File: src/rtl/cp0_nested_intc_if.sv
// Bus between the CPU pipeline and cp0_nested_intc.
// Carries the mfc0/mtc0 register ports, the interrupt lines and the
// request/acknowledge/eret handshake. The slave modport is the controller's
// view, the master modport is the CPU/pipeline view.
interface cp0_nested_intc_if #(
  parameter int unsigned WIDTH   = 32,
  parameter int unsigned NUM_IRQ = 4
) ();
  logic [4:0]         R_in;
  logic [WIDTH-1:0]   R_out;
  logic [4:0]         W_in;
  logic [WIDTH-1:0]   Din;
  logic               WE;
  logic [NUM_IRQ-1:0] irq;
  logic               int_req;
  logic [WIDTH-1:0]   int_vector;
  logic               int_ack;
  logic [WIDTH-1:0]   EPC_in;
  logic               eret;
  logic [WIDTH-1:0]   EPC_out;

  modport slave (
    input  R_in, W_in, Din, WE, irq, int_ack, EPC_in, eret,
    output R_out, int_req, int_vector, EPC_out
  );

  modport master (
    output R_in, W_in, Din, WE, irq, int_ack, EPC_in, eret,
    input  R_out, int_req, int_vector, EPC_out
  );
endinterface

File: src/rtl/cp0_nested_intc.sv
// Coprocessor-0 nested interrupt controller.
// Prioritised level interrupt lines with edge-captured sticky pending bits,
// per-line mask, in-service register and an EPC stack for nested handlers.
// Ports:
//   clk    - rising-edge clock
//   clr_n  - asynchronous active-low reset
//   bus    - slave side of cp0_nested_intc_if:
//            R_in/R_out   register read (R_out combinational)
//            W_in/Din/WE  register write
//            irq          interrupt lines (line 0 highest priority)
//            int_req/int_vector/int_ack  request handshake (registered outputs)
//            EPC_in       return address pushed on acceptance
//            eret         return-from-handler pulse
//            EPC_out      top of EPC stack, 0 when empty
// Register map: 12 Status, 13 Cause, 14 EPC; all other numbers read 0.
module cp0_nested_intc #(
  parameter int unsigned     WIDTH      = 32,
  parameter int unsigned     NUM_IRQ    = 4,
  parameter int unsigned     EPC_DEPTH  = 4,
  parameter logic [WIDTH-1:0] VEC_BASE   = WIDTH'(32'h0000_0100),
  parameter logic [WIDTH-1:0] VEC_STRIDE = WIDTH'(32'h0000_0010)
) (
  input  logic              clk,
  input  logic              clr_n,
  cp0_nested_intc_if.slave  bus
);

  localparam int unsigned IW = (NUM_IRQ > 1) ? $clog2(NUM_IRQ) : 1;
  localparam int unsigned PW = $clog2(EPC_DEPTH);
  localparam int unsigned DW = PW + 1;

  localparam logic [4:0] REG_STATUS = 5'd12;
  localparam logic [4:0] REG_CAUSE  = 5'd13;
  localparam logic [4:0] REG_EPC    = 5'd14;

  typedef enum logic {
    S_IDLE = 1'b0,
    S_REQ  = 1'b1
  } state_t;

  state_t             state;
  logic               ie;
  logic [NUM_IRQ-1:0] im;
  logic [NUM_IRQ-1:0] ip;
  logic [NUM_IRQ-1:0] isr;
  logic               stkerr;
  logic [NUM_IRQ-1:0] irq_prev;
  logic [DW-1:0]      depth;
  logic [WIDTH-1:0]   stk [EPC_DEPTH];
  logic [IW-1:0]      k_q;
  logic               int_req_q;
  logic [WIDTH-1:0]   int_vector_q;

  logic [NUM_IRQ-1:0] rise;
  logic [NUM_IRQ-1:0] cand;
  logic [IW-1:0]      hi_idx;
  logic [IW-1:0]      isr_lo_idx;
  logic               isr_any;
  logic               eligible;
  logic               ack_fire;
  logic               eret_fire;
  logic               eret_err;
  logic               pop;
  logic               sw_status;
  logic               sw_cause;
  logic               sw_epc;
  logic [PW-1:0]      top_idx;
  logic [NUM_IRQ-1:0] ip_n;
  logic [NUM_IRQ-1:0] isr_n;
  logic               ie_n;
  logic [WIDTH-1:0]   status_val;
  logic [WIDTH-1:0]   cause_val;
  logic [WIDTH-1:0]   epc_top;
  logic               unused_din;

  // Only a subset of Din bits lands in writable fields.
  assign unused_din = ^bus.Din;

  assign rise      = bus.irq & ~irq_prev;
  assign cand      = ip & im & ~isr;
  assign isr_any   = |isr;
  assign sw_status = bus.WE && (bus.W_in == REG_STATUS);
  assign sw_cause  = bus.WE && (bus.W_in == REG_CAUSE);
  assign sw_epc    = bus.WE && (bus.W_in == REG_EPC);
  assign top_idx   = PW'(depth - DW'(1));
  assign epc_top   = (depth == '0) ? '0 : stk[top_idx];

  // An ack in REQ takes precedence; a coinciding eret is dropped and flagged.
  assign ack_fire  = (state == S_REQ) && bus.int_ack;
  assign eret_fire = bus.eret && !ack_fire;
  assign eret_err  = bus.eret && (ack_fire || (depth == '0));
  assign pop       = eret_fire && (depth != '0);

  // Lowest-index (highest-priority) candidate and lowest in-service line.
  always_comb begin
    logic found_c;
    logic found_s;
    hi_idx     = '0;
    isr_lo_idx = '0;
    found_c    = 1'b0;
    found_s    = 1'b0;
    for (int i = 0; i < NUM_IRQ; i++) begin
      if (cand[i] && !found_c) begin
        hi_idx  = IW'(i);
        found_c = 1'b1;
      end
      if (isr[i] && !found_s) begin
        isr_lo_idx = IW'(i);
        found_s    = 1'b1;
      end
    end
  end

  assign eligible = ie && (|cand) && (!isr_any || (hi_idx < isr_lo_idx)) &&
                    (depth < DW'(EPC_DEPTH));

  // Next values of pending, in-service and IE; hardware events win over software.
  always_comb begin
    ip_n = ip;
    if (sw_cause) ip_n = ip_n & bus.Din[8 +: NUM_IRQ];
    if (ack_fire) ip_n[k_q] = 1'b0;
    ip_n = ip_n | rise;

    isr_n = isr;
    if (ack_fire) isr_n[k_q] = 1'b1;
    else if (eret_fire && isr_any) isr_n[isr_lo_idx] = 1'b0;

    ie_n = ie;
    if (sw_status) ie_n = bus.Din[0];
    if (ack_fire) ie_n = 1'b0;
    else if (bus.eret) ie_n = 1'b1;
  end

  // Request/acknowledge FSM and all control registers.
  always_ff @(posedge clk or negedge clr_n) begin
    if (!clr_n) begin
      state        <= S_IDLE;
      ie           <= 1'b0;
      im           <= '1;
      ip           <= '0;
      isr          <= '0;
      stkerr       <= 1'b0;
      irq_prev     <= '0;
      k_q          <= '0;
      int_req_q    <= 1'b0;
      int_vector_q <= '0;
    end else begin
      irq_prev <= bus.irq;
      ip       <= ip_n;
      isr      <= isr_n;
      ie       <= ie_n;
      stkerr   <= stkerr | eret_err;
      if (sw_status) im <= bus.Din[8 +: NUM_IRQ];
      case (state)
        S_IDLE: begin
          if (eligible) begin
            state        <= S_REQ;
            k_q          <= hi_idx;
            int_req_q    <= 1'b1;
            int_vector_q <= VEC_BASE + WIDTH'(hi_idx) * VEC_STRIDE;
          end
        end
        S_REQ: begin
          if (bus.int_ack) begin
            state        <= S_IDLE;
            int_req_q    <= 1'b0;
            int_vector_q <= '0;
          end
        end
        default: state <= S_IDLE;
      endcase
    end
  end

  // EPC stack: software may overwrite the top entry, then push/pop apply.
  always_ff @(posedge clk or negedge clr_n) begin
    if (!clr_n) begin
      depth <= '0;
      for (int i = 0; i < EPC_DEPTH; i++) stk[i] <= '0;
    end else begin
      if (sw_epc && (depth != '0)) stk[top_idx] <= bus.Din;
      if (ack_fire) begin
        stk[PW'(depth)] <= bus.EPC_in;
        depth           <= depth + DW'(1);
      end else if (pop) begin
        depth <= depth - DW'(1);
      end
    end
  end

  // Register read view.
  always_comb begin
    status_val              = '0;
    status_val[0]           = ie;
    status_val[8 +: NUM_IRQ] = im;
    status_val[19:16]       = 4'(depth);

    cause_val               = '0;
    cause_val[8 +: NUM_IRQ]  = ip;
    cause_val[16 +: NUM_IRQ] = isr;
    cause_val[31]           = stkerr;

    case (bus.R_in)
      REG_STATUS: bus.R_out = status_val;
      REG_CAUSE:  bus.R_out = cause_val;
      REG_EPC:    bus.R_out = epc_top;
      default:    bus.R_out = '0;
    endcase
  end

  assign bus.int_req    = int_req_q;
  assign bus.int_vector = int_vector_q;
  assign bus.EPC_out    = epc_top;

endmodule

File: src/flat_wrapper.sv
// flat-port wrapper written by rule: the top's interface ports become plain ports
module cp0_nested_intc_flat 
#(
  parameter int unsigned     WIDTH      = 32,
  parameter int unsigned     NUM_IRQ    = 4,
  parameter int unsigned     EPC_DEPTH  = 4,
  parameter logic [WIDTH-1:0] VEC_BASE   = WIDTH'(32'h0000_0100),
  parameter logic [WIDTH-1:0] VEC_STRIDE = WIDTH'(32'h0000_0010)
)
  (clk, clr_n, bus_R_in, bus_W_in, bus_Din, bus_WE, bus_irq, bus_int_ack, bus_EPC_in, bus_eret, bus_R_out, bus_int_req, bus_int_vector, bus_EPC_out);
  cp0_nested_intc_if #(.WIDTH(WIDTH), .NUM_IRQ(NUM_IRQ)) bus_i ();
  input  logic clk;
  input  logic clr_n;
  input wire logic [$bits(bus_i.R_in)-1:0] bus_R_in;
  input wire logic [$bits(bus_i.W_in)-1:0] bus_W_in;
  input wire logic [$bits(bus_i.Din)-1:0] bus_Din;
  input wire logic [$bits(bus_i.WE)-1:0] bus_WE;
  input wire logic [$bits(bus_i.irq)-1:0] bus_irq;
  input wire logic [$bits(bus_i.int_ack)-1:0] bus_int_ack;
  input wire logic [$bits(bus_i.EPC_in)-1:0] bus_EPC_in;
  input wire logic [$bits(bus_i.eret)-1:0] bus_eret;
  output wire logic [$bits(bus_i.R_out)-1:0] bus_R_out;
  output wire logic [$bits(bus_i.int_req)-1:0] bus_int_req;
  output wire logic [$bits(bus_i.int_vector)-1:0] bus_int_vector;
  output wire logic [$bits(bus_i.EPC_out)-1:0] bus_EPC_out;
  assign bus_i.R_in = bus_R_in;
  assign bus_i.W_in = bus_W_in;
  assign bus_i.Din = bus_Din;
  assign bus_i.WE = bus_WE;
  assign bus_i.irq = bus_irq;
  assign bus_i.int_ack = bus_int_ack;
  assign bus_i.EPC_in = bus_EPC_in;
  assign bus_i.eret = bus_eret;
  assign bus_R_out = bus_i.R_out;
  assign bus_int_req = bus_i.int_req;
  assign bus_int_vector = bus_i.int_vector;
  assign bus_EPC_out = bus_i.EPC_out;
  cp0_nested_intc #(.WIDTH(WIDTH), .NUM_IRQ(NUM_IRQ), .EPC_DEPTH(EPC_DEPTH), .VEC_BASE(VEC_BASE), .VEC_STRIDE(VEC_STRIDE)) u_core (.clk(clk), .clr_n(clr_n), .bus(bus_i));
endmodule
File: config.mk
export PLATFORM = sky130hd
export DESIGN_NAME = cp0_nested_intc_flat
export DESIGN_NICKNAME = d
export VERILOG_FILES = /design/src/rtl/cp0_nested_intc_if.sv /design/src/rtl/cp0_nested_intc.sv /design/src/flat_wrapper.sv
export SDC_FILE = /design/constraint.sdc
export NUM_CORES = 1
export LEC_CHECK = 0
export CAP_MARGIN = 20
export CORE_MARGIN = 2
export CORE_UTILIZATION = 56
export DETAILED_ROUTE_END_ITERATION = 8
export PLACE_DENSITY = 0.95
export SYNTH_ARGS = -nofsm -noshare
export SYNTH_HDL_FRONTEND = slang
export SYNTH_SLANG_ARGS = --single-unit
File: constraint.sdc
create_clock -name clk -period 8 [get_ports clk]
set_input_delay 0.8 -clock clk [delete_from_list [all_inputs] [get_ports clk]]
set_output_delay 0.8 -clock clk [all_outputs]
set_load 0.1 [all_outputs]
Word level (Yosys, flattened, before mapping)
Index checks and enable logic that the tools add are counted.
Operators by class
  add/sub/neg operators: 3
  magnitude comparators: 10
  eq/ne operators: 8
  muxes and demuxes: 47
  bitwise gates (word level): 16
  reduce and logical (&&, ||, !) cells: 41
Operator list (count)
  128-bit bitwise mux: 2
  128-bit 2-to-1 mux: 2
  32-bit 2-to-1 mux: 7
  32-bit demux with 2-bit select: 2
  32-bit case mux with 3 select lines: 1
  32-bit binary-select mux with 2-bit select: 1
  32-bit case mux with 2 select lines: 1
  5-bit by 4-bit equality test with 1-bit output (second input constant): 6
  4-bit AND: 6
  1-bit logical AND: 22
  1-bit 2-to-1 mux: 17
  4-bit 2-to-1 mux: 4
  4-bit NOT: 4
  9-bit by 6-bit adder with 10-bit output (first input constant): 1
  1-bit logical NOT: 8
  2-bit 2-to-1 mux: 4
  4-bit OR: 2
  4-bit OR reduction: 2
  3-bit greater-or-equal comparator (second input constant): 2
  2-bit by 3-bit less-than comparator with 1-bit output (second input constant): 2
  3-bit by 1-bit less-than comparator with 1-bit output (second input constant): 2
  3-bit 2-to-1 mux: 2
  2-bit NOT with 3-bit output: 2
  3-bit nonzero test: 2
  other kinds (15): 21
Word-level totals
  register bits: 185
  output and inout bits: 97
  logic and storage cells: 140

Depth between registers and ports, before layout
  depth in word-level cells: 18
  gate-level depth with buffers: 10
  mapped depth without buffers: 7

Worst setup path before layout
No wires, ideal clock.
  path kind: reg-to-output
  from: reg u_core.depth[0]
  to: out bus_R_out[31]
  data arrival time: 4300 ps
  slack: 2900 ps
  cell stages (with the launch flop): 10
  path buffers: 4
  cells stage by stage: dfrtp_1 > buf_2 > buf_4 > inv_1 > ha_1 > buf_2 > clkbuf_1 > mux4_2 > nor2b_1 > a22o_1
On the way
  word-level cells in the longest chain between the ends: 7
  elaborated cells on any way between the ends: 8
Ends and longest elaborated chain
  start: declaration: line cp0_nested_intc.sv:48  | logic [DW-1:0] depth;
  start signal: assignment: line cp0_nested_intc.sv:184  | depth <= depth + DW'(1);
  start signal: assignment: line cp0_nested_intc.sv:186  | depth <= depth - DW'(1);
  3-bit by 1-bit subtractor with 3-bit output: line cp0_nested_intc.sv:85  | assign top_idx = PW'(depth - DW'(1));
  2-bit NOT with 3-bit output (implied by the code): line cp0_nested_intc.sv:86  | assign epc_top = (depth == '0) ? '0 : stk[top_idx];
  32-bit binary-select mux with 2-bit select: line cp0_nested_intc.sv:86
  32-bit 2-to-1 mux (implied by the code) (2 in a row): line cp0_nested_intc.sv:86
  32-bit 2-to-1 mux *: line cp0_nested_intc.sv:86
  named net bus_EPC_out[31]: line flat_wrapper.sv:25  | output wire logic [$bits(bus_i.EPC_out)-1:0] bus_EPC_out;
  32-bit case mux with 3 select lines *: line cp0_nested_intc.sv:203  | case (bus.R_in)
  end: declaration: line flat_wrapper.sv:22  | output wire logic [$bits(bus_i.R_out)-1:0] bus_R_out;
The timed path passes the listed nets; every way through them passes the cells marked *. The select of a mux whose other input is x is not followed.

Worst setup path after layout
  from: reg u_core.depth[1]
  to: out bus_R_out[18]
On the way
  word-level cells in the longest chain between the ends: 7
  elaborated cells on any way between the ends: 8
Ends and longest elaborated chain (line)
  3-bit by 1-bit subtractor with 3-bit output: cp0_nested_intc.sv:85
  2-bit NOT with 3-bit output (implied by the code): cp0_nested_intc.sv:86
  32-bit binary-select mux with 2-bit select: cp0_nested_intc.sv:86
  32-bit 2-to-1 mux (implied by the code) (2 in a row): cp0_nested_intc.sv:86
  32-bit 2-to-1 mux *: cp0_nested_intc.sv:86
  32-bit case mux with 3 select lines *: cp0_nested_intc.sv:203
Every way passes the cells marked *; elsewhere a longest branch is shown, timed or not. The select of a mux whose other input is x is not followed.

==> results.py <==
metrics = {
    "synthesis": {
        "seq_area_frac_synth": 0.445,
        "synth.avg_cell_area_um2": 10.5,
        "synth-simple-area-share": 0.135,
        "post-synth-top-area-cell": "dfrtp_1",
        "synth_area_leaders": "dfrtp_1 43%, mux2i_1 15%, mux4_2 8.3%",
        "mappedNetlistArea_mm2": 0.00873,
        "synth-compound-area-share": 0.106,
        "yosys.cell_types.count": 53,
        "ys_top_cells_by_count": "151 x dfrtp_1, 141 x nand2_1, 128 x mux2i_1, 120 x o21ai_1, 44 x buf_4",
        "synth_adder_area_share": 0.0129,
        "syn-instance-count": 832,
        "synth_edf_count": 0,
        "synth_top_area_frac": 0.433,
        "combinational_family_with_the_most_area_after_synthesis": "multiplexers",
        "synth_seq_cells": 155,
        "synth.most_common_cell": "dfrtp_1",
        "ys_dominant_reg_cell": "dfrtp_1",
        "ys_async_sr_fraction": 1.00,
        "ys_warn_count": 0,
        "post_synth_xor_area_fraction": 0.00100,
        "synthMuxAreaShare": 0.234,
    },
    "cts": {
        "h-tree-depth": 4,
        "clk_root_buffer_cell": "clkbuf_16",
        "post_cts_buffers": 0,
        "worst_skew_pair.late_latency_ns": 0.42,
        "post_cts_resized": 0,
        "cts_tree": "yes",
        "cts.reportedPaths.clkPinSlew_ns": 0.06,
        "tritoncts.num_buffers": 17,
        "cts_hold_repair.buffers": 0,
        "max-clock-path-buffers": 2,
        "clock_sinks": 155,
    },
    "timing": {
        "max_freq_mhz": 201,
        "skew_ns": 0.00616,
        "report.final.setup_viol": 0,
        "period_needed_ns": 4.97,
        "timing.slew.headroom": 0.279,
        "worst_pin_slew_ns": 1.07,
        "final_hold_slack_ns": 0.419,
        "totalNegativeSetupSlack_ns": 0,
        "rsz0062_at_grt": "no",
        "drv_slew": 0,
        "hold_viol_final": 0,
        "layout_worst_path_cycle_share": 0.621,
    },
    "worst_setup_path": {
        "crit_fanout": 34,
        "critPathMostFrequentCell": "inv_1",
        "r2r_start": "u_core.depth[1]$_DFFE_PN0P_",
        "crit_chain": "inv_1, ha_2, mux4_2, nor2b_1, a222oi_1, inv_1, clkdlybuf4s50_1",
        "worst-setup-path-type": "reg -> out",
        "standard_cell_with_the_maximum_stage_delay_on_the_critical_path": "clkdlybuf4s50_1",
        "cp_data_arrival_time_ns": 4.17,
        "startpoint": "u_core.depth[1]$_DFFE_PN0P_",
        "worstSetupEndpointType": "output pin",
        "cp.required_ns": 7.20,
        "setup.worst_path.start_class": "register",
        "critical_path.max_stage_delay_ns": 1.13,
    },
    "detailed_routing": {
        "antenna_violating_nets_left": 0,
        "drtPass1Iterations": 8,
        "route.vias.total": 7122,
        "postRouteWirelength_mm": 24.1,
        "drt_iter0_markers": 865,
        "post-route-drc-count": 0,
        "vias_per_cell": 6.15,
        "drt-wirelength-per-cell_um": 20.8,
    },
    "floorplanning": {
        "row_count": 45,
        "floorplan.die.width_um": 129,
        "design.die.area_mm2": 0.0166,
        "ios": 180,
        "core_area_mm2": 0.0152,
        "initial_utilization": 0.574,
        "die_height_um": 129,
    },
    "final_layout": {
        "layout.filler_cells": 958,
        "final_cell_area_mm2": 0.0108,
        "syn2layout_area_growth_pct": 23.7,
        "drive_above_1_share": 0.102,
        "antenna_cells": 0,
        "final_net_count": 1049,
    },
    "global_routing": {
        "first_global_vias": 7194,
        "wire_length_of_the_first_global_routing_pass_mm": 37.9,
        "pin_count_of_the_biggest_net_entering_global_routing": 86,
        "grt_antenna_before_repair": 4,
        "grt_overflow": 0,
        "grt_use_total": 0.296,
    },
    "placement": {
        "dpl-instance-area_mm2": 0.0102,
        "port_buffers": 150,
        "dp_hpwl_mm": 14.7,
        "finalWeightedCongestion": 0.882,
    },
    "outcome": {
        "status": "finished clean",
    },
    "worst_hold_path": {
        "min-delay-path-class": "in -> async",
    },
    "run": {
        "number_of_max_cap_violations": 0,
    },
}
-- layout by cell type (no fill, tap or decap), types with 8 or more instances in the layout --
| master | netlist | routed |
|---|---|---|
| dfrtp_1 | 151 | 150 |
| clkdlybuf4s50_1 | 0 | 149 |
| nand2_1 | 141 | 141 |
| mux2i_1 | 128 | 128 |
| o21ai_1 | 120 | 120 |
| mux4_2 | 32 | 32 |
| nor2b_1 | 32 | 32 |
| conb_1 | 1 | 29 |
| and2_1 | 22 | 22 |
| inv_1 | 20 | 20 |
| clkbuf_16 | 0 | 17 |
| o21ai_0 | 13 | 13 |
| buf_4 | 44 | 10 |
| nor2_1 | 8 | 8 |
| ha_1 | 9 | 8 |
-- through the flow --
step           instances   util  worst slack [ns]
5_1_grt             1158  0.710              2.94
6_report            1158  0.710              3.03
3_5_place_dp        1123  0.669              3.48
3_3_place_gp        1123  0.669              3.54
2_1_floorplan        860      -              2.90
4_1_cts             1155  0.707              3.11
-- critical path: cells and delay by family, from the launching register on --
family                   cells  cell delay (ns)
adder cells (fa/ha/maj)      1             1.03
AND/OR/NAND/NOR              1             0.33
AO/OA/AOI/OAI                1             0.12
flip-flops                   1             0.49
buffers and inverters        3             1.40
multiplexers                 1             0.37
-- layer usage --
metal | share of wire | vias up | global-route usage | wire [um]
li1 | - | 3119 | - | -
met1 | 0.37 | 3482 | 0.366 | 8960
met2 | 0.50 | 437 | 0.483 | 12000
met3 | 0.099 | 76 | 0.0890 | 2380
met4 | 0.030 | 8 | 0.135 | 711
met5 | 0.0019 | - | 0 | 46
-- layout make-up --
class                      instances  area, um2  area share
clock inverter                     8       92.6     0.00857
clock buffer                      24        482      0.0446
tap                              188        235      0.0218
inverter                          20       75.1     0.00695
timing repair buffer             163       1640       0.152
sequential                       155       3880       0.360
multi-input combinational        600       4390       0.407
-- path summary, 6_finish.rpt --
check / depth (start not counted) / slack [ns] / to
worst min register to register: 1 / 0.42 / u_core.ip[1]$_DFF_PN0_
worst min-delay path: 1 / 0.42 / u_core.stk[25]$_DFF_PN0_
max in group asynchronous: 2 / 6.10 / u_core.stk[7]$_DFF_PN0_
min in group clk: 1 / 0.42 / u_core.ip[1]$_DFF_PN0_
worst max register to register: 9 / 4.22 / u_core.stk[16]$_DFF_PN0_
worst max-delay path: 7 / 3.03 / bus_R_out[18]
-- logic make-up (layout without fill, tap and decap cells) --
family                   Yosys count  after routing
flip-flops                       155            155
XOR/XNOR                           1              1
AO/OA/AOI/OAI                    164            164
buffers and inverters            105            215
AND/OR/NAND/NOR                  233            233
adder cells (fa/ha/maj)            9              9
multiplexers                     164            164
other                              1             29
-- state kept, by name, summed over array words and instances, names as in the netlist --
name and flops:
u_core.bus.int_vector 3, u_core.depth 3, u_core.ie 1, u_core.im 4
u_core.ip 4, u_core.irq_prev 4, u_core.isr 4, u_core.k_q 2
u_core.state 1, u_core.stk 128, u_core.stkerr 1
Power is not shown: default switching activity piles up to over one toggle a cycle in this logic, so the estimate is an artifact.
